**src/rtl/fifo_drain_pkg.sv**
```systemverilog
// Shared types and helpers for the FIFO read-side drain block.
// State encoding, FSM state type and timer-width helpers.
package fifo_drain_pkg;

    localparam int ST_W = 3;

    localparam logic [ST_W-1:0] ST_IDLE = 3'd0;
    localparam logic [ST_W-1:0] ST_POP  = 3'd1;
    localparam logic [ST_W-1:0] ST_SEND = 3'd2;
    localparam logic [ST_W-1:0] ST_WAIT = 3'd3;
    localparam logic [ST_W-1:0] ST_GAP  = 3'd4;

    typedef enum logic [ST_W-1:0] {
        IDLE      = ST_IDLE,
        POP       = ST_POP,
        SEND      = ST_SEND,
        WAIT_DONE = ST_WAIT,
        GAP       = ST_GAP
    } state_t;

    function automatic int clog2(input int v);
        int r;
        r = 0;
        for (int x = v - 1; x > 0; x = x >> 1) begin
            r = r + 1;
        end
        return r;
    endfunction

    function automatic int max3(input int a, input int b, input int c);
        int m;
        m = a;
        if (b > m) m = b;
        if (c > m) m = c;
        return m;
    endfunction

    // One extra bit so the terminal value never sits on the wrap point.
    function automatic int tmr_w(input int to_cycles, input int gap_cycles);
        return clog2(max3(to_cycles, gap_cycles, 1)) + 1;
    endfunction

endpackage

```
**src/rtl/fifo_tx_drain_if.sv**
```systemverilog
// FIFO read port plus transmitter handshake bundle.
// master = drain block, slave = FIFO/TX side.
interface fifo_tx_drain_if #(
    parameter int D_SIZE = 8
);
    logic              fifo_empty;
    logic [D_SIZE-1:0] fifo_data;
    logic              fifo_rd_inc;
    logic [D_SIZE-1:0] tx_data;
    logic              tx_valid;
    logic              tx_busy;

    modport master (
        input  fifo_empty,
        input  fifo_data,
        input  tx_busy,
        output fifo_rd_inc,
        output tx_data,
        output tx_valid
    );

    modport slave (
        output fifo_empty,
        output fifo_data,
        output tx_busy,
        input  fifo_rd_inc,
        input  tx_data,
        input  tx_valid
    );
endinterface

```
**src/rtl/drain_timer.sv**
```systemverilog
// Shared up-counter for the SEND timeout and the inter-frame gap.
// Ports: clk, rstn (sync), clr, en, tc_val (terminal value), tc (cnt == tc_val).
module drain_timer #(
    parameter int W = 7
) (
    input  logic         clk,
    input  logic         rstn,
    input  logic         clr,
    input  logic         en,
    input  logic [W-1:0] tc_val,
    output logic         tc
);
    logic [W-1:0] cnt;

    always_ff @(posedge clk) begin
        if (!rstn) begin
            cnt <= '0;
        end else if (clr) begin
            cnt <= '0;
        end else if (en) begin
            cnt <= cnt + W'(1);
        end
    end

    assign tc = (cnt == tc_val);

endmodule

```
**src/rtl/fifo_tx_drain.sv**
```systemverilog
// Pops async-FIFO words one at a time and hands them to a serial TX.
// Ports: i_clk, i_rstn (sync low), i_enable, bus (FIFO + TX handshake),
//        o_sent_cnt, o_err_timeout (sticky), o_idle.
module fifo_tx_drain
    import fifo_drain_pkg::*;
#(
    parameter int D_SIZE     = 8,
    parameter int GAP_CYCLES = 2,
    parameter int TO_CYCLES  = 64,
    parameter int CNT_W      = 16
) (
    input  logic               i_clk,
    input  logic               i_rstn,
    input  logic               i_enable,
    fifo_tx_drain_if.master    bus,
    output logic [CNT_W-1:0]   o_sent_cnt,
    output logic               o_err_timeout,
    output logic               o_idle
);
    localparam int TW = tmr_w(TO_CYCLES, GAP_CYCLES);

    localparam logic [TW-1:0] TO_LAST  = TW'(TO_CYCLES - 1);
    localparam logic [TW-1:0] GAP_LAST =
        TW'((GAP_CYCLES > 0) ? GAP_CYCLES - 1 : 0);
    localparam bit NO_GAP = (GAP_CYCLES == 0);

    state_t            state;
    logic              valid_q;
    logic              err_q;
    logic              idle_q;
    logic [D_SIZE-1:0] data_q;
    logic [CNT_W-1:0]  cnt_q;

    logic              go;
    logic              tmr_clr;
    logic              tmr_en;
    logic              tmr_hit;
    logic [TW-1:0]     tc_val;

    assign go = i_enable && !bus.fifo_empty;

    // Timer restarts from zero on every state change.
    always_comb begin
        tmr_clr = 1'b0;
        unique case (state)
            IDLE:      tmr_clr = go;
            POP:       tmr_clr = 1'b1;
            SEND:      tmr_clr = bus.tx_busy || tmr_hit;
            WAIT_DONE: tmr_clr = !bus.tx_busy;
            GAP:       tmr_clr = tmr_hit;
            default:   tmr_clr = 1'b1;
        endcase
    end

    assign tmr_en = (state == SEND) || (state == GAP);
    assign tc_val = (state == GAP) ? GAP_LAST : TO_LAST;

    drain_timer #(
        .W (TW)
    ) u_timer (
        .clk    (i_clk),
        .rstn   (i_rstn),
        .clr    (tmr_clr),
        .en     (tmr_en),
        .tc_val (tc_val),
        .tc     (tmr_hit)
    );

    always_ff @(posedge i_clk) begin
        if (!i_rstn) begin
            state   <= IDLE;
            valid_q <= 1'b0;
            err_q   <= 1'b0;
            idle_q  <= 1'b1;
            data_q  <= '0;
            cnt_q   <= '0;
        end else begin
            unique case (state)
                IDLE: begin
                    if (go) begin
                        state  <= POP;
                        idle_q <= 1'b0;
                    end
                end
                POP: begin
                    state   <= SEND;
                    data_q  <= bus.fifo_data;
                    valid_q <= 1'b1;
                end
                SEND: begin
                    // Busy wins over a same-cycle timeout.
                    if (bus.tx_busy) begin
                        state   <= WAIT_DONE;
                        valid_q <= 1'b0;
                    end else if (tmr_hit) begin
                        err_q   <= 1'b1;
                        valid_q <= 1'b0;
                        if (NO_GAP) begin
                            state  <= IDLE;
                            idle_q <= 1'b1;
                        end else begin
                            state <= GAP;
                        end
                    end
                end
                WAIT_DONE: begin
                    if (!bus.tx_busy) begin
                        cnt_q <= cnt_q + CNT_W'(1);
                        if (NO_GAP) begin
                            state  <= IDLE;
                            idle_q <= 1'b1;
                        end else begin
                            state <= GAP;
                        end
                    end
                end
                GAP: begin
                    if (tmr_hit) begin
                        state  <= IDLE;
                        idle_q <= 1'b1;
                    end
                end
                default: begin
                    state   <= IDLE;
                    valid_q <= 1'b0;
                    idle_q  <= 1'b1;
                end
            endcase
        end
    end

    // Only reachable from IDLE with a non-empty FIFO, so never pops empty.
    assign bus.fifo_rd_inc = (state == POP);
    assign bus.tx_data     = data_q;
    assign bus.tx_valid    = valid_q;
    assign o_sent_cnt      = cnt_q;
    assign o_err_timeout   = err_q;
    assign o_idle          = idle_q;

endmodule

```
**src/flat_wrapper.sv**
```systemverilog
// flat-port wrapper written by rule: the top's interface ports become plain ports
module fifo_tx_drain_flat import fifo_drain_pkg::*;
#(
    parameter int D_SIZE     = 8,
    parameter int GAP_CYCLES = 2,
    parameter int TO_CYCLES  = 64,
    parameter int CNT_W      = 16
)
  (i_clk, i_rstn, i_enable, o_sent_cnt, o_err_timeout, o_idle, bus_fifo_empty, bus_fifo_data, bus_tx_busy, bus_fifo_rd_inc, bus_tx_data, bus_tx_valid);
  fifo_tx_drain_if #(.D_SIZE(D_SIZE)) bus_i ();
  input  logic i_clk;
  input  logic i_rstn;
  input  logic i_enable;
  output logic [CNT_W-1:0] o_sent_cnt;
  output logic o_err_timeout;
  output logic o_idle;
  input wire logic [$bits(bus_i.fifo_empty)-1:0] bus_fifo_empty;
  input wire logic [$bits(bus_i.fifo_data)-1:0] bus_fifo_data;
  input wire logic [$bits(bus_i.tx_busy)-1:0] bus_tx_busy;
  output wire logic [$bits(bus_i.fifo_rd_inc)-1:0] bus_fifo_rd_inc;
  output wire logic [$bits(bus_i.tx_data)-1:0] bus_tx_data;
  output wire logic [$bits(bus_i.tx_valid)-1:0] bus_tx_valid;
  assign bus_i.fifo_empty = bus_fifo_empty;
  assign bus_i.fifo_data = bus_fifo_data;
  assign bus_i.tx_busy = bus_tx_busy;
  assign bus_fifo_rd_inc = bus_i.fifo_rd_inc;
  assign bus_tx_data = bus_i.tx_data;
  assign bus_tx_valid = bus_i.tx_valid;
  fifo_tx_drain #(.D_SIZE(D_SIZE), .GAP_CYCLES(GAP_CYCLES), .TO_CYCLES(TO_CYCLES), .CNT_W(CNT_W)) u_core (.i_clk(i_clk), .i_rstn(i_rstn), .i_enable(i_enable), .bus(bus_i), .o_sent_cnt(o_sent_cnt), .o_err_timeout(o_err_timeout), .o_idle(o_idle));
endmodule
```
**config.mk**
```make
export PLATFORM = sky130hd
export DESIGN_NAME = fifo_tx_drain_flat
export DESIGN_NICKNAME = d
export VERILOG_FILES = /design/src/rtl/fifo_drain_pkg.sv /design/src/rtl/fifo_tx_drain_if.sv /design/src/rtl/drain_timer.sv /design/src/rtl/fifo_tx_drain.sv /design/src/flat_wrapper.sv
export SDC_FILE = /design/constraint.sdc
export NUM_CORES = 1
export LEC_CHECK = 0
export CORE_MARGIN = 2
export CORE_UTILIZATION = 50
export CTS_CLUSTER_SIZE = 40
export DETAILED_ROUTE_END_ITERATION = 7
export PLACE_DENSITY = 0.8
export SYNTH_ARGS = -nofsm -noshare
export SYNTH_HDL_FRONTEND = slang
export SYNTH_SLANG_ARGS = --single-unit
```
**constraint.sdc**
```tcl
create_clock -name i_clk -period 2.09 [get_ports i_clk]
set_input_delay 0.418 -clock i_clk [delete_from_list [all_inputs] [get_ports i_clk]]
set_output_delay 0.418 -clock i_clk [all_outputs]
set_load 0.01 [all_outputs]
```
==> results.cfg, run 1 <==
[outcome]
outcome = complete, no violations

[drt]
dr.pass1.iters = 5
avgRoutedWirePerCell_um = 12.59
vias = 1600
viasPerCell = 5.351
drt_wl_total_um = 3764
ant_nets = 0
initialDrtViolationCount = 65
route.detailed.drc = 0

[sta]
drv_slew = 0
relSlewSlack = 0.5901
worst_pin_slew_ns = 0.6092
fin_ws_ns = 0.2262
hold_viol = 0
fin_worst_skew_ns = 0.006771
fmax_mhz = 536.5
rsz0062_at_grt = no
fin_setup_tns_ns = 0
period_share = 0.8918
period_needed_ns = 1.864
report.final.setup_viol = 0

[setup_path]
worstSetupPathType = register to register
required_ns = 2.31
cpMaxStageDelayCell = dfxtp_1
critical_path_buf_inv_count = 0
slowest_delay_ns = 0.56
startpoint_type = register
cp_data_arrival_time_ns = 2.08
worstPathMaxFanout = 11
crit_path_end_kind = register
crit_chain = nor3b_4, o211ai_2, or4_1, a31oi_1
critPathTopFamily = simple AND/OR/NAND/NOR gates

[final_layout]
antennaDiodeCount = 0
stdcell_area_mm2 = 0.002445
n_fill_cell = 300
drive_gt1_frac = 0.1195
syn2layout_area_growth_pct = 31.94
nets = 265

[synth]
synth.largest_area_cell = dfxtp_1
async_flop_share = 0
synth_area_per_cell_um2 = 9.219
synth_top_area_frac = 0.3997
ys_seq_area_frac = 0.3997
ys_seq_elements = 37
ys_top_cells_by_area = dfxtp_1 40%, mux2i_1 5.4%, nand2_1 4.3%
yosysMostFrequentCell = dfxtp_1
ys_warn_count = 0
synth_edf_count = 0
synth_cells = 201
synthTopCellsByCount = 37 x dfxtp_1, 21 x nand2_1, 11 x and2_1, 11 x nor2b_1, 10 x mux2i_1
synth_area_mm2 = 0.001853
dominantRegCellSynth = dfxtp_1
ys_types = 48
synth_nets = 216

[placed_design]
dp_hpwl_um = 2765
placed_cell_area_mm2 = 0.002346
io_buffers = 40
place_ws_ns = 0.02071
gp_congestion = 0.8193

[grt]
use_met1 = 0.2220
use_met3 = 0.05729
met2_usage = 0.3351
first_global_vias = 1455
antenna_found_initial = 0
grt_start_max_net_pins = 16
overflow = 0
grtUsageTotal = 0.1961
busiest_layer = met2
grt_pass1_wl_um = 6306

[flow_run]
cap_violations = 0

[hold_path]
hold_class = register to register

[cts]
cts-resized-gates = 0
cts_hold_buf = 0
path_clk_slew_ns = 0.08
clk_latency_ns = 0.29
cts_setup_buffers = 0
cts_tree = built
cts_buffer_depth = 2
cts_root_buf = clkbuf_8
cts_made_buffers = 5
cts_htree_levels = 2
cts_sinks = 37

[die]
initial_core_util = 0.5139
ios = 41
die_x_um = 64.88
rows = 22
die_h_um = 64.88
dieArea_mm2 = 0.004209
coreArea_mm2 = 0.003606

[pwr]
p_leak_nw = 0.9050
irDropWorstVdd_uv = 560.3
power_density_mw_per_mm2 = 841.5
## layer usage
metal,share of wire,wire (µm)
met1,0.44,1672
met2,0.48,1823
met4,0.018,69
met3,0.053,199
met5,0,0
## cell type report
class / instances / area, µm² / area share
tap: 48 / 60.06 / 0.02457
sequential: 37 / 740.7 / 0.3030
multi-input combinational: 150 / 1040 / 0.4253
clock inverter: 2 / 13.76 / 0.005629
timing repair buffer: 52 / 493.0 / 0.2016
clock buffer: 6 / 82.58 / 0.03378
inverter: 4 / 15.01 / 0.006141
## logic make-up after synthesis
logic type	after synthesis	share of synthesized area
and+or+nand+nor	91	0.3072
DFF	37	0.3997
AOI/OAI and AO/OA	36	0.1317
buffers and inverters	14	0.04186
xor gates and xnor gates	11	0.05199
muxes	10	0.05402
adders and majority gates	2	0.01350
## power breakdown
group	leakage, nW	internal [W]	switching, W	total, W
Combinational	0.554	0.000349	0.000330	0.000679
Clock	0.0512	0.000267	0.000261	0.000528
Sequential	0.300	0.000777	0.0000741	0.000851
Total	0.905	0.00139	0.000664	0.00206
## layout by cell type, fill, tap and decap left out, types with 2 or more instances in the layout
cell and instances:
clkdlybuf4s50_1 39, dfxtp_1 37, nand2_1 21, buf_4 12, and2_1 11, nor2b_1 11
mux2i_1 10, o21ai_0 8, a21oi_1 8, nand3_1 7, xnor2_1 7, or3_1 6
nand4_1 6, clkbuf_8 6, inv_1 4, xor2_1 4, or4_1 4, a21boi_0 3
a21boi_1 3, or2_2 3, and3_1 2, nor2_1 2, nand3b_1 2, nor3b_1 2
a31oi_1 2, o311a_1 2, nor4_1 2, o22ai_1 2, a2bb2oi_1 2, ha_1 2
## worst paths after layout
kind                                           from                                  to  slack, ns  cells after the start
setup reg to reg       u_core.state[2]$_SDFFE_PN0P_  u_core.u_timer.cnt[4]$_SDFFE_PP0P_       0.23                      4
setup / recovery       u_core.state[2]$_SDFFE_PN0P_  u_core.u_timer.cnt[4]$_SDFFE_PP0P_       0.23                      4
hold reg to reg   u_core.o_err_timeout$_SDFFE_PN0P_   u_core.o_err_timeout$_SDFFE_PN0P_       0.47                      1
hold / removal    u_core.o_err_timeout$_SDFFE_PN0P_   u_core.o_err_timeout$_SDFFE_PN0P_       0.47                      1
## registers in the layout, indices dropped and copies added, names as in the netlist
| name | flops |
|---|---|
| u_core.bus.tx_data | 8 |
| u_core.bus.tx_valid | 1 |
| u_core.o_err_timeout | 1 |
| u_core.o_idle | 1 |
| u_core.o_sent_cnt | 16 |
| u_core.state | 3 |
| u_core.u_timer.cnt | 7 |
## per-stage QoR
step,instances,hold WS [ns],util,total power (W)
finish,299,0.4735,0.6780,0.002057
global route,299,0.4933,0.6780,0.002187
CTS,299,0.4765,0.6773,0.002087
detailed placement,291,0.4585,0.6506,0.001547
global placement,291,0.4536,0.6506,0.001536
floorplan,201,0.4739,-,0.001316
Power figures use the tool's default switching activity.
==> run 2, diff against run 1 <==
CORE_UTILIZATION = 30   (was 50)
PLACE_DENSITY = 0.53   (was 0.8)
==> run 2 against run 1 <==
Sequential power increased by 0.5%. Sequential cell count stayed put. Worst hold slack worse by 0.0044 ns. Via count hardly changed. Clock skew decreased by 0.0041 ns. Die area up 62%. Highest routed layer unchanged.
==> results.cfg, run 2 (synthesized netlist as in run 1, its figures left out) <==
[placed_design]
dp_hpwl_um = 3024
place_ws_ns = -0.05280
gp_congestion = 0.8251
placed_cell_area_mm2 = 0.002402
io_buffers = 40

[pwr]
seqPwrFrac = 0.414
p_comb_frac = 0.341
clkPwrFrac = 0.244
power_density_mw_per_mm2 = 828.2
swShare = 0.3188
power.switching_w = 0.0006577
p_int_w = 0.001406
p_leak_nw = 0.9124
irDropWorstVdd_uv = 567.4

[cts]
cts_setup_buffers = 0
clk_latency_ns = 0.29
cts_buffer_depth = 2
cts_sinks = 37
cts_hold_buf = 0
cts_made_buffers = 5
path_clk_slew_ns = 0.07
cts_tree = built
cts_root_buf = clkbuf_8
cts_htree_levels = 2
cts-resized-gates = 0

[grt]
overflow = 0
met2_usage = 0.1992
antenna_found_initial = 0
use_met1 = 0.1569
use_met3 = 0.04565
grt_pass1_wl_um = 6437
grt_start_max_net_pins = 19
busiest_layer = met2
grtUsageTotal = 0.1263
first_global_vias = 1347

[setup_path]
required_ns = 2.31
reg2reg_depth = 4
slowest_delay_ns = 0.56
crit_path_end_kind = register
worstSetupPathType = register to register
r2r-end = u_core.u_timer.cnt[3]$_SDFFE_PP0P_
worstPathMaxFanout = 11
startpoint_type = register
r2r_start = u_core.state[2]$_SDFFE_PN0P_
r2r_setup_slack_ns = 0.20
cpMaxStageDelayCell = dfxtp_1
crit_chain = nor3b_4, o211ai_2, or4_1, a31oi_1
worstSetupStartpoint = u_core.state[2]$_SDFFE_PN0P_
cp_data_arrival_time_ns = 2.10

[drt]
avgRoutedWirePerCell_um = 12.63
dr.pass1.iters = 4
viasPerCell = 4.881
ant_nets = 0
route.detailed.drc = 0
initialDrtViolationCount = 28
drt_wl_total_um = 4143
vias = 1601

[sta]
fin_setup_tns_ns = 0
fmax_mhz = 530.1
relSlewSlack = 0.7018
period_needed_ns = 1.887
period_share = 0.9026
fin_worst_skew_ns = 0.002711
report.final.setup_viol = 0
rsz0062_at_grt = no
hold_viol = 0
drv_slew = 0
hold_slack_ns = 0.4691
fin_ws_ns = 0.2035
worst_pin_slew_ns = 0.4466

[hold_path]
hold_class = register to register
worst_hold_path.num_cells = 1
holdPathEnd = u_core.o_err_timeout$_SDFFE_PN0P_
min_from = u_core.o_err_timeout$_SDFFE_PN0P_

[final_layout]
largest_reg_flops = 16
multiInputGateArea_mm2 = 0.001040
stdcell_area_mm2 = 0.002491
nets = 268
layout_commonest_cell = clkdlybuf4s50_1
antennaDiodeCount = 0
n_fill_cell = 622
drive_gt1_frac = 0.1225
syn2layout_area_growth_pct = 34.44
regArea_um2 = 740.7
final_util = 0.4183
layout_common_cells = 39 x clkdlybuf4s50_1, 37 x dfxtp_1, 21 x nand2_1

[die]
ios = 41
die_h_um = 82.59
initial_core_util = 0.3111
die_x_um = 82.59
coreArea_mm2 = 0.005956
rows = 28
dieArea_mm2 = 0.006821

[outcome]
outcome = complete, no violations

[flow_run]
cap_violations = 0
==> run 2: worst max-delay path by stage <==
stage               cells past startpoint                                  to  slack [ns]
floorplan                               4        u_core.state[1]$_SDFFE_PN0P_        0.44
global placement                        8  u_core.u_timer.cnt[3]$_SDFFE_PP0P_       -0.02
detailed placement                      6  u_core.o_sent_cnt[14]$_SDFFE_PN0P_       -0.05
CTS                                     3                     bus_fifo_rd_inc        0.07
global route                            7  u_core.u_timer.cnt[2]$_SDFFE_PP0P_        0.03
finish                                  4  u_core.u_timer.cnt[3]$_SDFFE_PP0P_        0.20
==> run 2: area by class of cell <==
cell class                 instances  area share
tap                               75     0.03767
timing repair buffer              55      0.2069
multi-input combinational        150      0.4174
clock buffer                       7     0.03466
sequential                        37      0.2973
inverter                           4    0.006027
==> run 2: stage by stage <==
step	std cells	total power [W]
2_1_floorplan	201	0.001316
3_3_place_gp	321	0.001583
3_5_place_dp	321	0.001584
4_1_cts	328	0.002103
5_1_grt	328	0.002193
6_report	328	0.002063
==> run 2: power by group through the flow <==
stage	Clock, W	Combinational, W	Sequential, W
after global placement	0	0.000713	0.000870
after floorplan	0	0.000462	0.000854
after global routing	0.000553	0.000774	0.000866
after CTS	0.000532	0.000716	0.000855
after detailed placement	0	0.000713	0.000871
final	0.000504	0.000704	0.000855
==> run 2: routing by layer <==
layer,routed length [µm],part of all wire,up-vias
met3,204,0.049,4
met1,1963,0.47,741
met5,0,0,-
met2,1926,0.46,32
met4,48,0.012,0
li1,-,-,824
==> run 2: worst max-delay path: cells and delay by family, from the launching register on <==
family,cells,cell delay [ns]
flops,1,0.56
simple gates,2,0.88
compound gates,2,0.38
